--- src/rtl/pc_preemption_sequencer_if.sv ---
// Control-unit to PC/preemption sequencer bundle: decoded flow-control
// inputs plus the sequencer's PC, link and time-slice status outputs.
interface pc_preemption_sequencer_if #(
  parameter int PC_WIDTH    = 10,
  parameter int QUANT_WIDTH = 16
);
  logic                   Jump;
  logic                   JLink;
  logic                   JumpR;
  logic                   HLT;
  logic                   Finalize;
  logic                   PreempON;
  logic                   PreempOFF;
  logic                   BranchTaken;
  logic [15:0]            BranchOffset;
  logic [PC_WIDTH-1:0]    JumpTarget;
  logic [PC_WIDTH-1:0]    RegTarget;
  logic                   Continue;
  logic [PC_WIDTH-1:0]    PC;
  logic [PC_WIDTH-1:0]    LinkAddr;
  logic [PC_WIDTH-1:0]    SavedPC;
  logic                   Halted;
  logic                   Preempted;
  logic                   SliceArmed;
  logic [QUANT_WIDTH-1:0] SliceLeft;

  // Control unit / stimulus side
  modport master (
    output Jump, JLink, JumpR, HLT, Finalize, PreempON, PreempOFF,
           BranchTaken, BranchOffset, JumpTarget, RegTarget, Continue,
    input  PC, LinkAddr, SavedPC, Halted, Preempted, SliceArmed, SliceLeft
  );

  // Sequencer side
  modport slave (
    input  Jump, JLink, JumpR, HLT, Finalize, PreempON, PreempOFF,
           BranchTaken, BranchOffset, JumpTarget, RegTarget, Continue,
    output PC, LinkAddr, SavedPC, Halted, Preempted, SliceArmed, SliceLeft
  );
endinterface

--- src/rtl/pc_preemption_sequencer.sv ---
// Program counter and time-slice preemption sequencer. Selects the next
// PC from the decoded flow-control signals, handles HLT/Continue, and traps
// an armed user process back to OS_ENTRY after QUANTUM instructions.
module pc_preemption_sequencer #(
  parameter int PC_WIDTH    = 10,
  parameter int QUANT_WIDTH = 16,
  parameter int QUANTUM     = 64,
  parameter int RESET_PC    = 0,
  parameter int OS_ENTRY    = 0
) (
  input logic                   clock,
  input logic                   reset,
  pc_preemption_sequencer_if.slave bus
);

  typedef enum logic {RUN = 1'b0, HALTED = 1'b1} state_t;

  localparam logic [PC_WIDTH-1:0]    PC_RST  = PC_WIDTH'(RESET_PC);
  localparam logic [PC_WIDTH-1:0]    PC_OS   = PC_WIDTH'(OS_ENTRY);
  localparam logic [QUANT_WIDTH-1:0] Q_LOAD  = QUANT_WIDTH'(QUANTUM);
  localparam logic [QUANT_WIDTH-1:0] Q_ONE   = QUANT_WIDTH'(1);

  state_t                 state_q, state_d;
  logic [PC_WIDTH-1:0]    pc_q, pc_d;
  logic [PC_WIDTH-1:0]    saved_q, saved_d;
  logic [QUANT_WIDTH-1:0] left_q, left_d;
  logic                   armed_q, armed_d;
  logic                   preempted_q, preempted_d;

  logic [PC_WIDTH-1:0]    pc_plus1;
  logic [PC_WIDTH-1:0]    off;
  logic [PC_WIDTH-1:0]    flow_pc;
  logic signed [31:0]     off_ext;
  logic                   slice_ctl;
  logic                   trap;

  // Offset is sign-extended (or truncated) to the PC width; PC math wraps.
  assign off_ext  = 32'(signed'(bus.BranchOffset));
  assign off      = off_ext[PC_WIDTH-1:0];
  assign pc_plus1 = pc_q + PC_WIDTH'(1);

  // Lower-priority flow target: also the resume address saved on a trap,
  // so a jump or branch in the expiring instruction is not lost.
  always_comb begin
    flow_pc = pc_plus1;
    if (bus.JumpR)                  flow_pc = bus.RegTarget;
    else if (bus.Jump || bus.JLink) flow_pc = bus.JumpTarget;
    else if (bus.BranchTaken)       flow_pc = pc_plus1 + off;
  end

  // Any of these suppress both the decrement and the expiry trap.
  assign slice_ctl = bus.PreempON | bus.PreempOFF | bus.HLT | bus.Finalize;
  assign trap      = armed_q && (left_q == Q_ONE) && !slice_ctl;

  // State and datapath registers; async active-low reset.
  always_ff @(posedge clock or negedge reset) begin
    if (!reset) begin
      state_q     <= RUN;
      pc_q        <= PC_RST;
      saved_q     <= '0;
      left_q      <= '0;
      armed_q     <= 1'b0;
      preempted_q <= 1'b0;
    end else begin
      state_q     <= state_d;
      pc_q        <= pc_d;
      saved_q     <= saved_d;
      left_q      <= left_d;
      armed_q     <= armed_d;
      preempted_q <= preempted_d;
    end
  end

  // Next-state: PC priority chain in RUN, frozen in HALTED until Continue.
  always_comb begin
    state_d     = state_q;
    pc_d        = pc_q;
    saved_d     = saved_q;
    left_d      = left_q;
    armed_d     = armed_q;
    preempted_d = 1'b0;
    unique case (state_q)
      RUN: begin
        if (bus.HLT) begin
          state_d = HALTED;
        end else if (bus.Finalize) begin
          pc_d    = PC_OS;
          armed_d = 1'b0;
        end else if (trap) begin
          saved_d     = flow_pc;
          pc_d        = PC_OS;
          armed_d     = 1'b0;
          left_d      = '0;
          preempted_d = 1'b1;
        end else begin
          pc_d = flow_pc;
          if (bus.PreempON) begin
            left_d  = Q_LOAD;
            armed_d = 1'b1;
          end else if (bus.PreempOFF) begin
            armed_d = 1'b0;
          end else if (armed_q && left_q > Q_ONE) begin
            left_d = left_q - Q_ONE;
          end
        end
      end
      HALTED: begin
        if (bus.Continue) begin
          pc_d    = pc_plus1;
          state_d = RUN;
        end
      end
      default: state_d = RUN;
    endcase
  end

  assign bus.PC         = pc_q;
  assign bus.LinkAddr   = pc_plus1;
  assign bus.SavedPC    = saved_q;
  assign bus.Halted     = (state_q == HALTED);
  assign bus.Preempted  = preempted_q;
  assign bus.SliceArmed = armed_q;
  assign bus.SliceLeft  = left_q;

endmodule

--- src/flat_wrapper.sv ---
// flat-port wrapper written by rule: the top's interface ports become plain ports
module pc_preemption_sequencer_flat 
#(
  parameter int PC_WIDTH    = 10,
  parameter int QUANT_WIDTH = 16,
  parameter int QUANTUM     = 64,
  parameter int RESET_PC    = 0,
  parameter int OS_ENTRY    = 0
)
  (clock, reset, bus_Jump, bus_JLink, bus_JumpR, bus_HLT, bus_Finalize, bus_PreempON, bus_PreempOFF, bus_BranchTaken, bus_BranchOffset, bus_JumpTarget, bus_RegTarget, bus_Continue, bus_PC, bus_LinkAddr, bus_SavedPC, bus_Halted, bus_Preempted, bus_SliceArmed, bus_SliceLeft);
  pc_preemption_sequencer_if #(.PC_WIDTH(PC_WIDTH), .QUANT_WIDTH(QUANT_WIDTH)) bus_i ();
  input logic clock;
  input logic reset;
  input wire logic [$bits(bus_i.Jump)-1:0] bus_Jump;
  input wire logic [$bits(bus_i.JLink)-1:0] bus_JLink;
  input wire logic [$bits(bus_i.JumpR)-1:0] bus_JumpR;
  input wire logic [$bits(bus_i.HLT)-1:0] bus_HLT;
  input wire logic [$bits(bus_i.Finalize)-1:0] bus_Finalize;
  input wire logic [$bits(bus_i.PreempON)-1:0] bus_PreempON;
  input wire logic [$bits(bus_i.PreempOFF)-1:0] bus_PreempOFF;
  input wire logic [$bits(bus_i.BranchTaken)-1:0] bus_BranchTaken;
  input wire logic [$bits(bus_i.BranchOffset)-1:0] bus_BranchOffset;
  input wire logic [$bits(bus_i.JumpTarget)-1:0] bus_JumpTarget;
  input wire logic [$bits(bus_i.RegTarget)-1:0] bus_RegTarget;
  input wire logic [$bits(bus_i.Continue)-1:0] bus_Continue;
  output wire logic [$bits(bus_i.PC)-1:0] bus_PC;
  output wire logic [$bits(bus_i.LinkAddr)-1:0] bus_LinkAddr;
  output wire logic [$bits(bus_i.SavedPC)-1:0] bus_SavedPC;
  output wire logic [$bits(bus_i.Halted)-1:0] bus_Halted;
  output wire logic [$bits(bus_i.Preempted)-1:0] bus_Preempted;
  output wire logic [$bits(bus_i.SliceArmed)-1:0] bus_SliceArmed;
  output wire logic [$bits(bus_i.SliceLeft)-1:0] bus_SliceLeft;
  assign bus_i.Jump = bus_Jump;
  assign bus_i.JLink = bus_JLink;
  assign bus_i.JumpR = bus_JumpR;
  assign bus_i.HLT = bus_HLT;
  assign bus_i.Finalize = bus_Finalize;
  assign bus_i.PreempON = bus_PreempON;
  assign bus_i.PreempOFF = bus_PreempOFF;
  assign bus_i.BranchTaken = bus_BranchTaken;
  assign bus_i.BranchOffset = bus_BranchOffset;
  assign bus_i.JumpTarget = bus_JumpTarget;
  assign bus_i.RegTarget = bus_RegTarget;
  assign bus_i.Continue = bus_Continue;
  assign bus_PC = bus_i.PC;
  assign bus_LinkAddr = bus_i.LinkAddr;
  assign bus_SavedPC = bus_i.SavedPC;
  assign bus_Halted = bus_i.Halted;
  assign bus_Preempted = bus_i.Preempted;
  assign bus_SliceArmed = bus_i.SliceArmed;
  assign bus_SliceLeft = bus_i.SliceLeft;
  pc_preemption_sequencer #(.PC_WIDTH(PC_WIDTH), .QUANT_WIDTH(QUANT_WIDTH), .QUANTUM(QUANTUM), .RESET_PC(RESET_PC), .OS_ENTRY(OS_ENTRY)) u_core (.clock(clock), .reset(reset), .bus(bus_i));
endmodule
--- config.mk ---
export PLATFORM = sky130hd
export DESIGN_NAME = pc_preemption_sequencer_flat
export DESIGN_NICKNAME = d
export VERILOG_FILES = /design/src/rtl/pc_preemption_sequencer_if.sv /design/src/rtl/pc_preemption_sequencer.sv /design/src/flat_wrapper.sv
export SDC_FILE = /design/constraint.sdc
export NUM_CORES = 1
export LEC_CHECK = 0
export ABC_AREA = 1
export ABC_CLOCK_PERIOD_IN_PS = 2500
export CORE_AREA = 2 2 90 92
export CTS_CLUSTER_DIAMETER = 80
export DETAILED_ROUTE_END_ITERATION = 12
export DIE_AREA = 0 0 92 94
export GPL_TIMING_DRIVEN = 1
export PLACE_DENSITY = 0.72
export SLEW_MARGIN = 20
export SYNTH_ARGS = -nofsm -noshare
export SYNTH_HDL_FRONTEND = slang
export SYNTH_SLANG_ARGS = --single-unit
--- constraint.sdc ---
create_clock -name clock -period 2.5 [get_ports clock]
set_clock_uncertainty 0.05 [all_clocks]
set_input_delay 0.375 -clock clock [delete_from_list [all_inputs] [get_ports clock]]
set_output_delay 0.375 -clock clock [all_outputs]
set_load 0.05 [all_outputs]
Word-level counts from Yosys, hierarchy flattened

Cells that the tools add are included.

$add $sub $neg: 3
Multiplexer cells: 23
Reduce and logical (&&, ||, !) cells: 11
Eq/ne operators: 4
Bitwise logic cells: 6
Magnitude comparators: 1

Operator list:

| kind                                                  | number |
|---|---|
| 2-to-1 mux 10 bit                                     | 7 |
| 2-to-1 mux 16 bit                                     | 4 |
| case mux 10 bit (2 select lines)                      | 1 |
| equality test 16 x 1 -> 1 bit, second input constant  | 1 |
| > comparator 16 x 1 -> 1 bit, second input constant   | 1 |
| subtractor 16 x 1 -> 16 bit, second input constant    | 1 |
| adder 10 x 1 -> 10 bit, second input constant         | 1 |
| adder 10 bit                                          | 1 |
| 2-to-1 mux 1 bit                                      | 10 |
| AND reduction 5 bit                                   | 1 |
| inequality test 2 bit, second input constant          | 2 |
| AND reduction 4 bit                                   | 1 |
| nonzero test 4 bit                                    | 1 |
| logical AND 1 bit                                     | 3 |
| inequality test 3 x 2 -> 1 bit, second input constant | 1 |
| inverter 1 bit                                        | 3 |
| bitwise OR 1 bit                                      | 3 |
| AND reduction 3 bit                                   | 1 |
| nonzero test 3 bit                                    | 1 |
| case mux 1 bit (2 select lines)                       | 1 |
| AND reduction 2 bit                                   | 1 |
| logical NOT 1 bit                                     | 1 |
| logical OR 1 bit                                      | 1 |

Register bits after elaboration: 39
Logic and storage cells: 54

Longest topological paths before layout

Gate-level depths: netlist of run 1.

Word-level depth: 9
Gate-level depth with buffers: 20
Mapped depth without buffers: 20

Worst setup path after synthesis of run 1

OpenSTA, ideal clock, no wires.

Kind: reg2reg
From: register u_core.pc_q[0] (netlist: u_core.bus.PC[0])
To: register u_core.pc_q[9] (netlist: u_core.bus.PC[9])
Setup time: 0.121 ns
Stages on the path, launching flop included: 17
Clock period less this slack: 3.603 ns
Data required time: 2.329 ns
Data arrival time: 3.432 ns
Path slack: -1.103 ns
Path buffers: 0
Cell sequence: dfrtp_1 > inv_1 > nor3_1 > xor2_1 > ha_1 > nand2_1 > nor2_1 > nand3_1 > nand3_1 > nand2_1 > nand3_1 > nand2_1 > nand3_1 > nand2_1 > nand2_1 > nand2_1 > a21oi_1

Cells in the longest elaborated chain, start to end: 9
Elaborated cells between the ends (all ways): 10

RTL lines:

| item                             | line                          | RTL |
|---|---|---|
| start, declared                  | pc_preemption_sequencer.sv:24 | `logic [PC_WIDTH-1:0] pc_q, pc_d;` |
| start signal, assigned           | pc_preemption_sequencer.sv:66 | `pc_q <= pc_d;` |
| adder 10 x 1 -> 10 bit           | pc_preemption_sequencer.sv:40 | `assign pc_plus1 = pc_q + PC_WIDTH'(1);` |
| named net bus_LinkAddr[0]        | flat_wrapper.sv:27            | `output wire logic [$bits(bus_i.LinkAddr)-1:0] bus_LinkAddr;` |
| adder 10 bit                     | pc_preemption_sequencer.sv:48 | `else if (bus.BranchTaken) flow_pc = pc_plus1 + off;` |
| 2-to-1 mux 10 bit                | pc_preemption_sequencer.sv:48 |  |
| 2-to-1 mux 10 bit                | pc_preemption_sequencer.sv:47 | `else if (bus.Jump \|\| bus.JLink) flow_pc = bus.JumpTarget;` |
| 2-to-1 mux 10 bit                | pc_preemption_sequencer.sv:46 | `if (bus.JumpR) flow_pc = bus.RegTarget;` |
| 2-to-1 mux 10 bit                | pc_preemption_sequencer.sv:89 | `end else if (trap) begin` |
| 2-to-1 mux 10 bit                | pc_preemption_sequencer.sv:86 | `end else if (bus.Finalize) begin` |
| 2-to-1 mux 10 bit                | pc_preemption_sequencer.sv:84 | `if (bus.HLT) begin` |
| case mux 10 bit (2 select lines) | pc_preemption_sequencer.sv:82 | `unique case (state_q)` |

The timed path passes the listed nets, and every way through them passes these cells. The select of a mux whose other input is x is not followed.
A chain may end at the register's enable or synchronous reset.

Worst setup path in the final report of run 1

From: register u_core.pc_q[1] (netlist: u_core.bus.PC[1])
To: register u_core.pc_q[9] (netlist: u_core.bus.PC[9])

Cells in the longest elaborated chain, start to end: 9
Elaborated cells between the ends (all ways): 10

RTL lines:

| item                                 | line |
|---|---|
| adder 10 x 1 -> 10 bit (*)           | pc_preemption_sequencer.sv:40 |
| adder 10 bit                         | pc_preemption_sequencer.sv:48 |
| 2-to-1 mux 10 bit                    | pc_preemption_sequencer.sv:48 |
| 2-to-1 mux 10 bit                    | pc_preemption_sequencer.sv:47 |
| 2-to-1 mux 10 bit                    | pc_preemption_sequencer.sv:46 |
| 2-to-1 mux 10 bit                    | pc_preemption_sequencer.sv:89 |
| 2-to-1 mux 10 bit                    | pc_preemption_sequencer.sv:86 |
| 2-to-1 mux 10 bit                    | pc_preemption_sequencer.sv:84 |
| case mux 10 bit (2 select lines) (*) | pc_preemption_sequencer.sv:82 |

Mark *: on every way between the ends. The rest lies on a longest branch, timed or not. The select of a mux whose other input is x is not followed.

==> impl_metrics.env, run 1 <==
export IMPL_status="finished clean"
export IMPL_grt_overflow=0
export IMPL_slew_headroom_pct=41.68
export IMPL_start_kind="flop"
export IMPL_postLayoutCoreUtil_pct=60.35
export IMPL_wire_per_inst_um=14.59
export IMPL_drt_wl_total_um=9612
export IMPL_wl_met2_um=4559
export IMPL_grt_start_max_net_pins=40
export IMPL_numClockSinks=39
export IMPL_rsz0062_at_grt="true"
export IMPL_die_area_sq_mm=0.008648
export IMPL_antenna_found_initial=0
export IMPL_dr_wl_met3_um=479
export IMPL_synth_cells=433
export IMPL_rows=32
export IMPL_drive_above_1_share_pct=23.52
export IMPL_yosysUniqueCellTypes=40
export IMPL_wl_met1_um=4453
export IMPL_cp_top_family="simple AND/OR/NAND/NOR gates"
export IMPL_cp_slowest_cell="dfrtp_2"
export IMPL_critPathArrivalTime_ps=2620
export IMPL_fp_dieH_um=94
export IMPL_dp_final_hpwl_um=7399
export IMPL_endpoint_kind="flop"
export IMPL_htreeDepth=2
export IMPL_seq_area_frac_synth_pct=32.91
export IMPL_first_global_vias=3174
export IMPL_vias=3332
export IMPL_grt_total_usage_pct=22.11
export IMPL_syn_to_final_growth_pct=54.81
export IMPL_gp_congestion=0.9453
export IMPL_initial_utilization_pct=38.98
export IMPL_cap_viol_max_count=0
export IMPL_final_setup_viol_count=0
export IMPL_route_detailed_drc=0
export IMPL_hold_violations=0
export IMPL_root_buffer="clkbuf_8"
export IMPL_io_pins=96
export IMPL_grt_pass1_wl_um=15250
export IMPL_diodes=0
export IMPL_dr_pass1_iters=5
export IMPL_cp_num_buf_inv=2
export IMPL_rr_startpoint="u_core.bus.PC[1]"
export IMPL_fmax_mhz=402.6
export IMPL_clk_latency_ps=290
export IMPL_synth_nets=493
export IMPL_cp_common_cell="nand2_1"
export IMPL_worstSetupPathType="flop to flop"
export IMPL_top_layer="met4"
export IMPL_pre_cts_ws_ps=-125.7
export IMPL_worstPathCellList="buf_4 > nand2_1 > buf_4 > nor3_4 > xor2_4 > ha_4 > nand2_2 > nor2_4 > nand3_2 > nand4_1 > nand3_1 > nand2_1 > nand3_1 > nand2_1 > nand2_2 > nand2_1 > a21oi_2"
export IMPL_core_sq_mm=0.007607
export IMPL_synth_seq_cells=39
export IMPL_p_leak_nw=2.124
export IMPL_synth_warnings=0
export IMPL_syn_area_sq_mm=0.002965
export IMPL_final_common_cell="nand2_1"
export IMPL_hold_path_class="input pin to async pin"
export IMPL_syn_area_per_cell_sq_um=6.848
export IMPL_dp_cells=646
export IMPL_drtIter0Drc=197
export IMPL_die_w_um=92
export IMPL_fin_crit_sh_pct=99.35
export IMPL_required_ps=2640
export IMPL_ir_drop_mv=0.6680
export IMPL_report_final_slew_viol_count=0
export IMPL_stdcell_count=659
export IMPL_p_per_area_mw_per_mm2=1288
export IMPL_fin_crit_ps=2484
export IMPL_clkTransAtPathRegs_ps=80
export IMPL_numCtsBuffers=5
export IMPL_critPathLaunch="u_core.bus.PC[1]"
export IMPL_critical_path_max_stage_delay_ps=390
export IMPL_layout_common_cells="95 x nand2_1, 80 x clkdlybuf4s50_1, 45 x inv_1, 43 x nor2_1, 43 x buf_4"
export IMPL_final_nets=616
export IMPL_io_buffers=89
export IMPL_path_max_fanout=5
export IMPL_clockBufferDepth=2
export IMPL_fin_ws_ps=16.30
export IMPL_tightestPinTransition_ps=874.8
export IMPL_viasPerCell=5.056
export IMPL_cts_tree="done"
export IMPL_ant_nets=0
export IMPL_holdBufCountCts=0
[power by group]
group | total (mW) | internal [mW] | switching, mW
Combinational | 4.42 | 1.69 | 2.73
Clock | 0.414 | 0.196 | 0.219
Sequential | 1.07 | 0.822 | 0.252
[cell usage after synthesis, drive strengths merged]
| cell | instances | area, sq um |
|---|---|---|
| o211ai | 1 | 7.510 |
| o21bai | 1 | 7.510 |
| a2bb2oi | 1 | 8.760 |
| a31oi | 2 | 12.51 |
| a21oi | 39 | 198.9 |
| o31ai | 2 | 15.01 |
| inv | 56 | 210.2 |
| a21o | 1 | 7.510 |
| nor2 | 50 | 195.2 |
| nand2 | 111 | 434.2 |
| fa | 1 | 20.02 |
| xnor2 | 4 | 35.03 |
| nor3 | 13 | 86.34 |
| a22oi | 1 | 7.510 |
| ha | 12 | 150.1 |
| o21ai | 23 | 115.1 |
| buf | 5 | 30.02 |
| xor2 | 15 | 131.4 |
| and3 | 1 | 6.260 |
| clkbuf | 4 | 15.01 |
| clkinv | 1 | 3.750 |
| dfrtp | 39 | 975.9 |
| nand3 | 36 | 190.2 |
| nor4 | 3 | 25.02 |
| nand4 | 7 | 50.05 |
| nand3b | 1 | 7.510 |
| or2 | 3 | 18.77 |
[cell type report]
class,count,area [sq um]
inverter,57,217.7
fill,698,3017
clock buffer,7,76.32
timing repair buffer,125,1137
tap,102,127.6
clock inverter,1,5.005
multi-input combinational,328,2046
sequential,39,980.9
[kinds of logic after synthesis]
group,count (synthesis),synth area share [%]
AND/OR/NAND/NOR,225,34.18
XOR/XNOR,19,5.612
flip-flops,39,32.91
AO/OA/AOI/OAI,71,12.83
buffers and inverters,66,8.734
adder cells (fa/ha/maj),13,5.738
[stage by stage]
stage,power [mW],setup TNS [ps],hold WS (ps),cell area [sq um]
after global placement,5.060,-160.8,411.2,4287
final,5.911,0,141.6,4591
after global routing,6.323,-896.3,214.1,4591
after CTS,5.611,-6.850,174.4,4409
after floorplan,3.790,-3156,29.41,3103
after detailed placement,5.126,-223.0,419.4,4287
[registers in the layout, indices dropped and copies added (netlist names)]
register,count
u_core.bus.SliceLeft,16
u_core.bus.PC,10
u_core.bus.SavedPC,10
u_core.bus.Halted,1
u_core.bus.Preempted,1
u_core.bus.SliceArmed,1
[what timing repair did]
item                       CTS  global route
gates resized for setup      7            35
setup endpoints to repair    4            12
buffers inserted             1             5
pin swaps                   12            11
[per-layer routing]
metal  up-vias  track usage [%]
met4         0            6.592
met5         -                0
met2       115            35.97
met3         6            2.809
li1       1651                -
met1      1560            30.88
[path summary, 6_finish.rpt]
path | cells after the start | slack [ps] | endpoint
setup / recovery | 17 | 20 | u_core.bus.PC[9]
hold / removal | 1 | 140 | u_core.bus.SliceLeft[15]
setup reg to reg | 17 | 20 | u_core.bus.PC[9]
hold reg to reg | 2 | 430 | u_core.bus.SavedPC[2]
max in group asynchronous | 1 | 1650 | u_core.bus.PC[0]
min in group clock | 2 | 430 | u_core.bus.SavedPC[2]
[worst register-to-register path, delay by kind of cell (launching register included)]
| family | cells | cell delay [ps] |
|---|---|---|
| xor+xnor | 1 | 110 |
| fa+ha+maj | 1 | 310 |
| buf+inv | 2 | 290 |
| compound gates | 1 | 60 |
| flops | 1 | 390 |
| simple gates | 12 | 1170 |
Note: power is estimated with default switching activity, not from simulation.
==> run 2, diff against run 1 <==
--- a/config.mk
+++ b/config.mk
@@ -7,6 +7,7 @@
 export LEC_CHECK = 0
 export ABC_AREA = 1
 export ABC_CLOCK_PERIOD_IN_PS = 2500
+export CAP_MARGIN = 20
 export CORE_AREA = 2 2 90 92
 export CTS_CLUSTER_DIAMETER = 80
 export DETAILED_ROUTE_END_ITERATION = 12
==> results of run 2 <==
No change in the layout: final DEF, timing and power equal those of run 1.
==> run 3, diff against run 2 <==
--- a/config.mk
+++ b/config.mk
@@ -14,7 +14,6 @@
 export DIE_AREA = 0 0 92 94
 export GPL_TIMING_DRIVEN = 1
 export PLACE_DENSITY = 0.72
-export SLEW_MARGIN = 20
 export SYNTH_ARGS = -nofsm -noshare
 export SYNTH_HDL_FRONTEND = slang
 export SYNTH_SLANG_ARGS = --single-unit
==> constraint.sdc (replaced) <==
create_clock -name clock -period 2.5 [get_ports clock]
set_clock_uncertainty 0.05 [all_clocks]
set_input_delay 0.375 -clock clock [delete_from_list [all_inputs] [get_ports clock]]
set_output_delay 0.375 -clock clock [all_outputs]
set_load 0.01 [all_outputs]
==> impl_metrics.env, run 3 (synthesized netlist as in run 1, its figures left out) <==
export IMPL_p_per_area_mw_per_mm2=1123
export IMPL_core_sq_mm=0.007607
export IMPL_io_buffers=89
export IMPL_vias=3423
export IMPL_worstSetupPathType="flop to flop"
export IMPL_slew_headroom_pct=41.93
export IMPL_drt_wl_total_um=9816
export IMPL_p_leak_nw=2.223
export IMPL_die_area_sq_mm=0.008648
export IMPL_fmax_mhz=374.9
export IMPL_gp_congestion=0.9067
export IMPL_grt_overflow=0
export IMPL_drtIter0Drc=253
export IMPL_htreeDepth=2
export IMPL_dp_final_hpwl_um=7173
export IMPL_diodes=0
export IMPL_cts_tree="done"
export IMPL_status="finished with violations"
export IMPL_initial_utilization_pct=38.98
export IMPL_final_common_cell="nand2_1"
export IMPL_antenna_found_initial=0
export IMPL_final_nets=625
export IMPL_endpoint_kind="flop"
export IMPL_report_final_slew_viol_count=0
export IMPL_cap_viol_max_count=0
export IMPL_r2r_end="u_core.bus.PC[9]"
export IMPL_fin_crit_sh_pct=106.7
export IMPL_holdBufCountCts=0
export IMPL_rrSetupSlack_ps=-170
export IMPL_tightestPinTransition_ps=871.1
export IMPL_clk_latency_ps=300
export IMPL_final_setup_viol_count=6
export IMPL_worst_r2r_path_depth=20
export IMPL_die_w_um=92
export IMPL_fin_ws_ps=-167.3
export IMPL_fp_dieH_um=94
export IMPL_ir_drop_mv=0.5431
export IMPL_rsz0062_at_grt="true"
export IMPL_hold_violations=0
export IMPL_critPathArrivalTime_ps=2860
export IMPL_hold_worst_slack_ps=129.8
export IMPL_syn_to_final_growth_pct=58.14
export IMPL_route_detailed_drc=0
export IMPL_clockBufferDepth=2
export IMPL_path_max_fanout=3
export IMPL_required_ps=2690
export IMPL_numClockSinks=39
export IMPL_fin_setup_tns_ps=-514.8
export IMPL_ant_nets=0
export IMPL_wire_per_inst_um=14.69
export IMPL_largest_reg_flops=16
export IMPL_viasPerCell=5.124
export IMPL_layout_common_cells="94 x nand2_1, 82 x clkdlybuf4s50_1, 45 x inv_1, 43 x nor2_1, 42 x buf_4"
export IMPL_root_buffer="clkbuf_8"
export IMPL_rr_startpoint="u_core.bus.PC[1]"
export IMPL_io_pins=96
export IMPL_numCtsBuffers=5
export IMPL_clkTransAtPathRegs_ps=80
export IMPL_hold_path_class="input pin to async pin"
export IMPL_stdcell_count=668
export IMPL_grt_total_usage_pct=22.15
export IMPL_dr_pass1_iters=5
export IMPL_grt_pass1_wl_um=15570
export IMPL_first_global_vias=3247
export IMPL_grt_start_max_net_pins=40
export IMPL_dp_cells=648
export IMPL_violations="negative setup slack"
export IMPL_n_fill_cell=665
export IMPL_finalPower_mw=5.264
export IMPL_drive_above_1_share_pct=23.85
export IMPL_fin_crit_ps=2667
export IMPL_start_kind="flop"
export IMPL_rows=32
==> run 3: worst max-delay path, stage by stage (launching register included) <==
cell     delay [ps]
dfrtp_1         400
ha_4            170
nand3_4         100
nor2_4          120
nand3_2         100
nor2_4          140
xor2_2          210
inv_2            90
ha_4            290
nand2_4          60
nor2_4          100
nand2_1         100
nand3_1          90
nand2_1          70
nand3_1          70
nand2_1          50
nand3_1          60
nand2_1          60
nand2_2          70
nand2_1          70
a21oi_2         130
==> run 3: final cells by class <==
class	instances	area, sq um	share of cell area [%]
Multi-Input combinational cell	328	2047	43.65
Clock inverter	3	15.01	0.3202
Sequential cell	39	975.9	20.81
Tap cell	102	127.6	2.721
Timing Repair Buffer	134	1239	26.41
Clock buffer	5	68.82	1.467
Inverter	57	216.5	4.616
==> run 3: worst max path at each step <==
| stage | from | to | depth (start not counted) | slack, ps |
|---|---|---|---|---|
| after global routing | u_core.bus.PC[1] | u_core.bus.PC[9] | 20 | -380 |
| final | u_core.bus.PC[1] | u_core.bus.PC[9] | 20 | -170 |
| after floorplan | u_core.bus.PC[0] | u_core.bus.PC[9] | 20 | -100 |
| after detailed placement | u_core.bus.PC[1] | u_core.bus.PC[9] | 20 | -250 |
| after CTS | u_core.bus.PC[0] | u_core.bus.PC[9] | 20 | -160 |
| after global placement | u_core.bus.PC[1] | u_core.bus.PC[9] | 20 | -140 |
==> run 3: where the power goes <==
part | total, mW | internal [mW] | switching, mW
logic | 3.76 | 1.83 | 1.93
clock network | 0.428 | 0.191 | 0.237
registers | 1.07 | 0.815 | 0.259
==> run 3: what timing repair did <==
item	CTS	global route
pin swaps	11	27
endpoints found under the hold margin	0	0
buffers inserted	5	11
resized for setup	13	61
endpoints found under the setup margin	11	20
==> run 3: metrics by stage <==
step	area, sq um	utilization [%]	worst slack (ps)
floorplan	2997	-	-104.1
detailed placement	4213	55.38	-251.9
CTS	4393	57.75	-156.3
finish	4690	61.64	-167.3
global placement	4213	55.38	-135.9
global route	4690	61.64	-375.4
==> run 3: per-layer routing <==
metal | part of all wire [%] | up-vias | track usage (%)
met5 | 0 | - | 0
met4 | 1.6 | 0 | 5.473
met3 | 5.7 | 15 | 3.451
met2 | 50 | 132 | 39.22
met1 | 42 | 1605 | 28.37
li1 | - | 1671 | -
